--- src/rtl/neuron_sequencer.sv ---
// Sequences one neuron classification: clears the accumulator, streams NUM_PIXELS
// pixel/weight pairs through a 1-cycle-latency memory, then samples the decision bit.
//
// state   | meaning
// IDLE    | waiting for start; b_out latched and address cleared on accept
// CLEAR   | one-cycle accumulator reset
// FETCH   | issue one read per unpaused cycle, addresses 0..NUM_PIXELS-1
// DRAIN   | two cycles for the last read's data and accumulate to land
// RESULT  | ask the calculator for its decision
// CAPTURE | register neuron_out into is_cat
// DONE    | one-cycle done pulse alongside the new is_cat
module neuron_sequencer #(
    parameter int DATA_WIDTH       = 24,
    parameter int Addr_Depth       = 12,
    parameter int Weight_Percision = 5,
    parameter int NUM_PIXELS       = 4096
) (
    input  logic                          clock,
    input  logic                          reset,
    input  logic                          start,
    input  logic                          pause,
    input  logic [DATA_WIDTH-1:0]         bias_in,
    output logic                          mem_rd_en,
    output logic [Addr_Depth-1:0]         mem_addr,
    input  logic [DATA_WIDTH-1:0]         pixel_data,
    input  logic [3*Weight_Percision-1:0] weight_data,
    output logic [DATA_WIDTH-1:0]         x_out,
    output logic [3*Weight_Percision-1:0] w_out,
    output logic [DATA_WIDTH-1:0]         b_out,
    output logic                          acc_reset,
    output logic                          acc_enable,
    output logic                          get_result,
    input  logic                          neuron_out,
    output logic                          busy,
    output logic                          done,
    output logic                          is_cat
);

    typedef enum logic [2:0] {
        IDLE    = 3'd0,
        CLEAR   = 3'd1,
        FETCH   = 3'd2,
        DRAIN   = 3'd3,
        RESULT  = 3'd4,
        CAPTURE = 3'd5,
        DONE    = 3'd6
    } state_t;

    localparam logic [Addr_Depth-1:0] LAST_ADDR = Addr_Depth'(NUM_PIXELS - 1);

    state_t                state, state_nxt;
    logic [Addr_Depth-1:0] addr_cnt, addr_cnt_nxt;
    logic                  drain_cnt, drain_cnt_nxt;
    logic                  rd_d1;
    logic                  latch_bias;
    logic                  capture;

    always_comb begin
        state_nxt     = state;
        addr_cnt_nxt  = addr_cnt;
        drain_cnt_nxt = drain_cnt;
        mem_rd_en     = 1'b0;
        acc_reset     = 1'b0;
        get_result    = 1'b0;
        done          = 1'b0;
        latch_bias    = 1'b0;
        capture       = 1'b0;
        case (state)
            IDLE: begin
                if (start) begin
                    state_nxt    = CLEAR;
                    addr_cnt_nxt = '0;
                    latch_bias   = 1'b1;
                end
            end
            CLEAR: begin
                acc_reset = 1'b1;
                state_nxt = FETCH;
            end
            FETCH: begin
                if (!pause) begin
                    mem_rd_en = 1'b1;
                    // last address holds in the counter so it can never wrap
                    if (addr_cnt == LAST_ADDR) begin
                        state_nxt     = DRAIN;
                        drain_cnt_nxt = 1'b1;
                    end else begin
                        addr_cnt_nxt = addr_cnt + 1'b1;
                    end
                end
            end
            DRAIN: begin
                if (drain_cnt == 1'b0) begin
                    state_nxt = RESULT;
                end else begin
                    drain_cnt_nxt = drain_cnt - 1'b1;
                end
            end
            RESULT: begin
                get_result = 1'b1;
                state_nxt  = CAPTURE;
            end
            CAPTURE: begin
                capture   = 1'b1;
                state_nxt = DONE;
            end
            DONE: begin
                done      = 1'b1;
                state_nxt = IDLE;
            end
            default: state_nxt = IDLE;
        endcase
    end

    assign mem_addr = addr_cnt;
    assign busy     = (state != IDLE);

    always_ff @(posedge clock) begin
        if (reset) begin
            state      <= IDLE;
            addr_cnt   <= '0;
            drain_cnt  <= 1'b0;
            rd_d1      <= 1'b0;
            acc_enable <= 1'b0;
            x_out      <= '0;
            w_out      <= '0;
            b_out      <= '0;
            is_cat     <= 1'b0;
        end else begin
            state      <= state_nxt;
            addr_cnt   <= addr_cnt_nxt;
            drain_cnt  <= drain_cnt_nxt;
            rd_d1      <= mem_rd_en;
            acc_enable <= rd_d1;
            if (rd_d1) begin
                x_out <= pixel_data;
                w_out <= weight_data;
            end
            if (latch_bias) b_out  <= bias_in;
            if (capture)    is_cat <= neuron_out;
        end
    end

endmodule
--- config.mk ---
export PLATFORM = sky130hd
export DESIGN_NAME = neuron_sequencer
export DESIGN_NICKNAME = d
export VERILOG_FILES = /design/src/rtl/neuron_sequencer.sv
export SDC_FILE = /design/constraint.sdc
export NUM_CORES = 1
export LEC_CHECK = 0
export BUFFER_PORTS_ARGS = -buffer_cell sky130_fd_sc_hd__buf_2
export CAP_MARGIN = 0
export CORE_ASPECT_RATIO = 0.8
export CORE_MARGIN = 10
export CORE_UTILIZATION = 46
export DETAILED_ROUTE_END_ITERATION = 8
export PLACE_DENSITY = 0.79
export SLEW_MARGIN = 25
export SYNTH_ARGS = -nofsm -noshare
export SYNTH_HDL_FRONTEND = slang
export SYNTH_SLANG_ARGS = --single-unit
--- constraint.sdc ---
create_clock -name clock -period 2.4 [get_ports clock]
set_clock_uncertainty 0.05 [all_clocks]
set_input_delay 0.48 -clock clock [delete_from_list [all_inputs] [get_ports clock]]
set_output_delay 0.48 -clock clock [all_outputs]
set_load 0.05 [all_outputs]
==> flow_metrics.env, run 1 <==
export IMPL_status="finished clean"
export IMPL_ctsHtreeMaxLevel=3
export IMPL_setup_viol=0
export IMPL_power_per_cell_area_nw_per_um2=1050
export IMPL_track_usage_pct=16.1
export IMPL_synthesis_nets=425
export IMPL_crit_type="flip-flop to output pin"
export IMPL_vias=2998
export IMPL_syn_area_per_cell_sq_um=9.03
export IMPL_worstPathArrival_ps=1760
export IMPL_yosysWarnings=0
export IMPL_dp_slack_ps=369
export IMPL_clk_latency_ps=350
export IMPL_synth_yosys_seq_area_share_pct=51.1
export IMPL_grt_pass1_wl_mm=14.2
export IMPL_cp_max_fo=10
export IMPL_cts_tree="built"
export IMPL_wl_mm=9.01
export IMPL_n_fill_cell=573
export IMPL_grt_remaining_overflow=0
export IMPL_vias_per_cell=5.09
export IMPL_drc=0
export IMPL_gp_congestion=0.877
export IMPL_cp_data_required_time_ps=1870
export IMPL_ys_ff_latch=82
export IMPL_cp_start_kind="flip-flop"
export IMPL_drtAntennaViolNets=0
export IMPL_first_pass_iters=4
export IMPL_fin_nets=566
export IMPL_synth_area_sq_um=3210
export IMPL_rows=27
export IMPL_regArea_sq_um=1640
export IMPL_ys_types=44
export IMPL_synth_area_leader_cell="dfxtp_1"
export IMPL_finalHoldViolCount=0
export IMPL_fin_crit_sh_pct=95.4
export IMPL_async_flop_share_pct=0
export IMPL_cts_root_buf="clkbuf_8"
export IMPL_fin_crit_ps=2290
export IMPL_grt_max_degree=47
export IMPL_antenna_found_initial=0
export IMPL_io_buffer_count=149
export IMPL_syn_inst=356
export IMPL_synth_top_area_share_pct=51.1
export IMPL_max_cap_viol_count=0
export IMPL_synth_edf_count=0
export IMPL_slew_viol_final=0
export IMPL_drt_initial_drc_count=142
export IMPL_cpMaxStageDelayCell="or4b_4"
export IMPL_io_pins=150
export IMPL_ys_flop_type="dfxtp_1"
export IMPL_core_area_sq_um=6820
export IMPL_drt_wirelength_per_cell_um=15.3
export IMPL_clk_pin_slew_worst_paths_ps=80
export IMPL_tns_ps=0
export IMPL_worst_pin_slew_ps=653
export IMPL_ctsResizeCount=0
export IMPL_cts_buffer_depth=2
export IMPL_die_area_sq_um=10700
export IMPL_clkSinkCount=82
export IMPL_worst_path_largest_cell_delay_ps=630
export IMPL_worst_slack_ps=111
export IMPL_p_leak_nw=1.94
export IMPL_die_y_um=94.8
export IMPL_multi_input_comb_area_sq_um=1450
export IMPL_worst_ir_drop_vdd_uv=769
export IMPL_num_antenna_cells=0
export IMPL_grt_pass1_vias=2950
export IMPL_layout_area_overhead_vs_synth_pct=33.2
export IMPL_synthTopCellsByCount="dfxtp_1, nand2_1, nor2_1"
export IMPL_drive_above_1_share_pct=35.1
export IMPL_max_slew_margin_rel_pct=56.4
export IMPL_crit_path_end_kind="output pin"
export IMPL_die_x_um=113
export IMPL_post_cts_buffers=0
export IMPL_hold_slack_ps=312
export IMPL_start_util_pct=47.1
export IMPL_postCtsHoldBufs=0
export IMPL_path_cells="or4b_4 -> inv_1 -> buf_2"
export IMPL_hpwl_mm=6.94
export IMPL_rsz0062_at_grt="no"
export IMPL_worstHoldPathType="input port to flip-flop"
export IMPL_synth_area_leaders="dfxtp_1, mux2i_1, nand2_1"
export IMPL_yosysMostFrequentCell="dfxtp_1"
export IMPL_max_freq_ghz=0.437
export IMPL_cts_buffers=9
==> kinds of logic (layout without fill, tap and decap cells) <==
group | Yosys count | after routing | share of synthesized area, %
adder cells (fa/ha/maj) | 1 | 1 | 0.389
buffers and inverters | 27 | 173 | 3.66
flip-flops | 82 | 82 | 51.1
multiplexers | 40 | 40 | 12.5
AND/OR/NAND/NOR | 142 | 142 | 19.9
AO/OA/AOI/OAI | 64 | 64 | 12.5
==> sequential cells by signal, summed over array words and instances, names as in the netlist <==
signal / count
acc_enable: 1
b_out: 24
x_out: 24
w_out: 15
state: 3
drain_cnt: 1
is_cat: 1
mem_addr: 12
rd_d1: 1
==> metal layers <==
layer / routed length, um / GRT usage [%]
met5: 0 / 0
met4: 107 / 6.22
met3: 1240 / 9.63
met2: 3880 / 24.7
met1: 3790 / 18.2
==> where the power goes <==
group,internal [W],switching (W)
clock network,0.000824,0.000473
logic,0.000419,0.00113
registers,0.00153,0.000129
==> layout make-up <==
type / count / area share [%]
clock buffers: 11 / 3.30
well taps: 87 / 2.54
repair buffers: 154 / 18.6
multi-input cells: 247 / 34.0
clock inverters: 5 / 2.92
inverters: 3 / 0.263
flip-flops and latches: 82 / 38.4
==> per-stage QoR <==
stage               utilization [%]  std cells  total power (W)  area, sq um
floorplan                         -        356          0.00287         3210
global placement               58.8        573          0.00321         4010
detailed placement             58.8        573          0.00324         4010
CTS                            62.7        589          0.00455         4280
global route                   62.7        589          0.00476         4280
finish                         62.7        589          0.00450         4280
==> worst max-delay path: cells and delay by family (launching register included) <==
kind,cells,cell delay (ps)
and+or+nand+nor,1,630
buffers and inverters,2,370
DFF,1,420
==> path summary, 6_finish.rpt <==
| check | startpoint | to | slack [ps] | cells after the start |
|---|---|---|---|---|
| max | state[2] | mem_rd_en | 110 | 3 |
| min | bias_in[10] | b_out[10] | 310 | 3 |
| max reg2reg | mem_addr[0] | mem_addr[3] | 540 | 6 |
| min reg2reg | b_out[10] | b_out[10] | 400 | 2 |
==> cell usage in the layout, fill, tap and decap left out, drive strengths merged, types with 4 or more instances in the layout <==
cell,instances
o21ai,9
mux2i,40
clkbuf,11
nand4,4
nor2b,5
nor2,50
and3,4
a311oi,4
bufinv,4
nand3,5
dfxtp,82
buf,154
a21oi,32
nand2,58
(Power assumes the default switching activity.)
==> inputs of run 2 (changes only) <==
CORE_UTILIZATION = 40   (was 46)
PLACE_DENSITY = 0.7   (was 0.79)
==> run 2 against run 1 <==
  * Register-to-register slack is essentially flat
  * Cell area shrank 0.91%
  * Maximum frequency grew 0.12%
  * Clock power down 26%
  * Total power shrank 7.6%
  * Sequential share of layout area is 0.35 points higher
  * Via count fell by 2.1%
  * Critical path depth unchanged
  * Sequential power about the same
  * Cell count increased by 3.9%
==> flow_metrics.env, run 2 (synthesis results as in run 1) <==
export IMPL_finalPower_w=0.00416
export IMPL_cp_data_required_time_ps=1870
export IMPL_start_util_pct=40.8
export IMPL_place_inst=596
export IMPL_vias=2935
export IMPL_vias_per_cell=4.80
export IMPL_gp_congestion=0.786
export IMPL_worst_ir_drop_vdd_uv=572
export IMPL_max_cap_viol_count=0
export IMPL_first_pass_iters=4
export IMPL_drtAntennaViolNets=0
export IMPL_worstHoldPathType="input port to flip-flop"
export IMPL_grt_remaining_overflow=0
export IMPL_antenna_found_initial=0
export IMPL_io_pins=150
export IMPL_power_per_cell_area_nw_per_um2=981
export IMPL_reg2reg_depth=6
export IMPL_finalInstanceArea_sq_um=4240
export IMPL_layout_cells_non_filler=612
export IMPL_drive_above_1_share_pct=35.1
export IMPL_final_common_cell="buf_2"
export IMPL_cp_max_fo=10
export IMPL_wl_mm=9.14
export IMPL_crit_type="flip-flop to output pin"
export IMPL_crit_path_end_kind="output pin"
export IMPL_clk_pin_slew_worst_paths_ps=80
export IMPL_track_usage_pct=14.5
export IMPL_grt_max_degree=38
export IMPL_setup_viol=0
export IMPL_clk_latency_ps=340
export IMPL_ctsHtreeMaxLevel=3
export IMPL_core_area_sq_um=7870
export IMPL_max_slew_margin_rel_pct=69.2
export IMPL_r2r_setup_slack_ps=540
export IMPL_layout_common_cells="buf_2, dfxtp_1, nand2_1"
export IMPL_whs_path_depth=3
export IMPL_grtUsageMet3_pct=8.64
export IMPL_hold_path_startpoint="bias_in[4]"
export IMPL_cts_buffers=9
export IMPL_n_fill_cell=736
export IMPL_met1_usage_pct=17.4
export IMPL_cts_root_buf="clkbuf_8"
export IMPL_drt_initial_drc_count=150
export IMPL_r2r_start="mem_addr[0]"
export IMPL_worst_pin_slew_ps=461
export IMPL_max_freq_ghz=0.437
export IMPL_worstPathArrival_ps=1760
export IMPL_grt_util_met2_pct=21.5
export IMPL_rsz0062_at_grt="no"
export IMPL_cp_start_kind="flip-flop"
export IMPL_finalHoldViolCount=0
export IMPL_cts_tree="built"
export IMPL_grt_pass1_vias=2927
export IMPL_fin_crit_ps=2290
export IMPL_grt_pass1_wl_mm=14.5
export IMPL_p_leak_nw=1.91
export IMPL_drt_wirelength_per_cell_um=14.9
export IMPL_die_y_um=100
export IMPL_status="finished clean"
export IMPL_reg2reg_to="mem_addr[11]"
export IMPL_layout_area_overhead_vs_synth_pct=32.0
export IMPL_io_buffer_count=149
export IMPL_grt_busiest_layer="met2"
export IMPL_slew_viol_final=0
export IMPL_num_antenna_cells=0
export IMPL_fin_crit_sh_pct=95.3
export IMPL_drc=0
export IMPL_clkSinkCount=82
export IMPL_rows=29
export IMPL_die_x_um=120
export IMPL_hold_end="b_out[4]"
export IMPL_top_regs="b_out x24, x_out x24, w_out x15"
export IMPL_placed_cell_area_sq_um=4050
export IMPL_fin_nets=568
export IMPL_cts_buffer_depth=2
export IMPL_die_area_sq_um=12000
export IMPL_hpwl_mm=6.86
export IMPL_tns_ps=0
-- run 2: cell count changes in the layout (fill, tap and decap cells not counted), sizes merged --
cell / change
bufinv: -3
buf: +2
clkinvlp: +2
clkinv: +1
-- run 2: cell type report --
class                           instances  area (sq um)  area share [%]
Tap cell                              108           135            3.19
Clock buffer                           11           131            3.10
Inverter                                3          11.3           0.265
Multi-Input combinational cell        247          1450            34.3
Timing Repair Buffer                  156           811            19.1
Sequential cell                        82          1640            38.8
Clock inverter                          5          55.1            1.30
-- run 2: routing by layer --
metal | vias up | wire (um)
met2 | 120 | 3850
met3 | 8 | 1120
li1 | 1514 | -
met4 | 0 | 80
met1 | 1293 | 4090
met5 | - | 0
-- run 2: report_power, final --
group,switching (W),total [W],internal [W]
logic,0.00111,0.00154,0.000421
clock network,0.000480,0.000958,0.000478
registers,0.000140,0.00167,0.00153
-- run 2: worst max-delay path by stage --
| stage | slack, ps | endpoint | startpoint |
|---|---|---|---|
| floorplan | 190 | mem_addr[6] | mem_addr[0] |
| global placement | 380 | mem_rd_en | pause |
| detailed placement | 380 | mem_rd_en | pause |
| CTS | 60 | mem_rd_en | state[1] |
| global route | 50 | mem_rd_en | state[2] |
| finish | 110 | mem_rd_en | state[2] |
-- run 2: per-stage QoR --
step	setup slack, ps	hold slack (ps)	util, %
after floorplan	189	412	-
after global placement	380	389	51.5
after detailed placement	382	394	51.5
after CTS	57.4	294	53.9
after global routing	46.1	301	53.9
final	114	320	53.9
-- run 2: repair_timing --
action	4_1_cts	5_1_grt
endpoints found under the setup margin	0	1
gates resized for setup	0	1
hold buffers	0	0
setup buffers	0	0
-- run 2: critical path, stage by stage (launching register included) --
cell     delay [ps]
dfxtp_1         420
or4b_4          630
inv_1           110
buf_2           270
==> inputs of run 3 (changes only) <==
CORE_UTILIZATION = 45   (was 40)
PLACE_DENSITY = 0.78   (was 0.7)
==> run 3 against run 2 <==
  * Global-route usage up 0.96 points
  * Critical path type unchanged
  * Sequential cell count unchanged
  * Largest power group unchanged
  * Critical path depth unchanged
==> flow_metrics.env, run 3 (synthesis results as in run 1) <==
export IMPL_worst_ir_drop_vdd_uv=682
export IMPL_finalHoldViolCount=0
export IMPL_cp_buffers_inverters=2
export IMPL_die_x_um=114
export IMPL_crit_path_end_kind="output pin"
export IMPL_grt_pass1_wl_mm=14.0
export IMPL_n_fill_cell=604
export IMPL_status="finished clean"
export IMPL_cts_buffer_depth=2
export IMPL_fin_crit_sh_pct=95.2
export IMPL_cts_root_buf="clkbuf_8"
export IMPL_swShare_pct=39.6
export IMPL_io_pins=150
export IMPL_grt_remaining_overflow=0
export IMPL_die_area_sq_um=10900
export IMPL_layout_area_overhead_vs_synth_pct=32.0
export IMPL_postCtsHoldBufs=0
export IMPL_cp_start_kind="flip-flop"
export IMPL_clk_pin_slew_worst_paths_ps=80
export IMPL_finalPower_w=0.00435
export IMPL_wl_mm=8.81
export IMPL_track_usage_pct=15.5
export IMPL_final_common_cell="buf_2"
export IMPL_switching_power_w=0.00172
export IMPL_drive_above_1_share_pct=35.1
export IMPL_p_leak_nw=1.93
export IMPL_drt_wirelength_per_cell_um=15.0
export IMPL_io_buffer_count=149
export IMPL_hpwl_mm=6.74
export IMPL_setup_viol=0
export IMPL_ctsHtreeMaxLevel=3
export IMPL_drt_initial_drc_count=124
export IMPL_cp_data_required_time_ps=1870
export IMPL_die_y_um=95.6
export IMPL_rows=27
export IMPL_path_depth=3
export IMPL_gp_congestion=0.864
export IMPL_reg2reg_depth=6
export IMPL_top_regs="b_out x24, x_out x24, w_out x15"
export IMPL_rsz0062_at_grt="no"
export IMPL_cts_buffers=9
export IMPL_crit_type="flip-flop to output pin"
export IMPL_max_freq_ghz=0.438
export IMPL_hold_path_startpoint="bias_in[17]"
export IMPL_drc=0
export IMPL_combinationalPowerShare_pct=35.5
export IMPL_worst_pin_slew_ps=633
export IMPL_post_cts_buffers=0
export IMPL_tns_ps=0
export IMPL_power_internal_w=0.00263
export IMPL_fin_crit_ps=2280
export IMPL_drtAntennaViolNets=0
export IMPL_reg2reg_to="mem_addr[4]"
export IMPL_worst_path_largest_cell_delay_ps=630
export IMPL_clk_latency_ps=340
export IMPL_max_cap_viol_count=0
export IMPL_final_core_util_pct=61.2
export IMPL_cp_endpoint="mem_rd_en"
export IMPL_num_antenna_cells=0
export IMPL_first_pass_iters=5
export IMPL_r2r_start="mem_addr[0]"
export IMPL_path_cells="or4b_4 -> inv_1 -> buf_2"
export IMPL_r2r_setup_slack_ps=380
export IMPL_power_per_cell_area_nw_per_um2=1030
export IMPL_cpMaxStageDelayCell="or4b_4"
export IMPL_worstHoldPathType="input port to flip-flop"
export IMPL_start_util_pct=46.4
export IMPL_fin_nets=567
export IMPL_slew_viol_final=0
export IMPL_finalInstanceArea_sq_um=4240
export IMPL_grt_max_degree=42
export IMPL_pwr_share_clk_pct=26.4
export IMPL_grt_pass1_vias=3014
export IMPL_max_slew_margin_rel_pct=57.8
export IMPL_worstPathArrival_ps=1750
export IMPL_hold_slack_ps=311
export IMPL_vias_per_cell=5.06
export IMPL_placed_cell_area_sq_um=4010
export IMPL_antenna_found_initial=0
export IMPL_cpLargestDelayFamily="simple AND/OR/NAND/NOR gates"
export IMPL_core_area_sq_um=6930
export IMPL_crit_path_start="state[2]"
export IMPL_layout_common_cells="buf_2, dfxtp_1, nand2_1"
export IMPL_cts_tree="built"
export IMPL_clkSinkCount=82
export IMPL_vias=2980
export IMPL_pwr_share_seq_pct=38.1
export IMPL_cp_max_fo=10
run 3: cell count changes in the layout (fill, tap and decap cells not counted), sizes merged:
cell      delta
bufinv       +2
clkinvlp     -2
buf          -1
clkbuf       -1
run 3: power by group through the flow:
| stage | clock [W] | combinational (W) | sequential [W] |
|---|---|---|---|
| 2_1_floorplan | 0 | 0.000760 | 0.00211 |
| 3_3_place_gp | 0 | 0.00154 | 0.00167 |
| 3_5_place_dp | 0 | 0.00156 | 0.00168 |
| 4_1_cts | 0.00119 | 0.00156 | 0.00165 |
| 5_1_grt | 0.00125 | 0.00169 | 0.00168 |
| 6_report | 0.00115 | 0.00155 | 0.00166 |
run 3: worst reg2reg max path: stages (launching register included):
cell      delay (ps)
dfxtp_1          430
ha_1             290
nand4_1          230
nor4_2           290
buf_4            210
nor2_1           120
a311oi_1         300
run 3: repair_timing:
item | CTS | global route
endpoints found under the setup margin | 0 | 1
gates resized for setup | 0 | 1
endpoints found under the hold margin | 0 | 0
run 3: how the worst min path moves through the flow:
stage	to	cells after the start
2_1_floorplan	drain_cnt	2
3_3_place_gp	b_out[12]	2
3_5_place_dp	b_out[17]	2
4_1_cts	b_out[12]	3
5_1_grt	b_out[17]	3
6_report	b_out[17]	3
run 3: per-stage QoR:
stage | setup WS, ps | instances
5_1_grt | 31.4 | 589
3_5_place_dp | 372 | 574
3_3_place_gp | 384 | 574
6_report | 116 | 589
4_1_cts | 71.9 | 589
2_1_floorplan | 189 | 356
run 3: metal layers:
| layer | wire, um | part of all wire, % | track usage, % |
|---|---|---|---|
| met3 | 1510 | 17 | 11.2 |
| met5 | 0 | 0 | 0 |
| met2 | 3650 | 41 | 22.6 |
| met1 | 3590 | 41 | 16.9 |
| met4 | 65 | 0.74 | 6.35 |
run 3: cell type report:
| class | count | area (sq um) | share of cell area [%] |
|---|---|---|---|
| well taps | 87 | 109 | 2.57 |
| multi-input cells | 247 | 1450 | 34.3 |
| clock buffers | 10 | 128 | 3.01 |
| inverters | 3 | 11.3 | 0.266 |
| flip-flops and latches | 82 | 1640 | 38.8 |
| repair buffers | 155 | 791 | 18.6 |
| clock inverters | 5 | 104 | 2.45 |
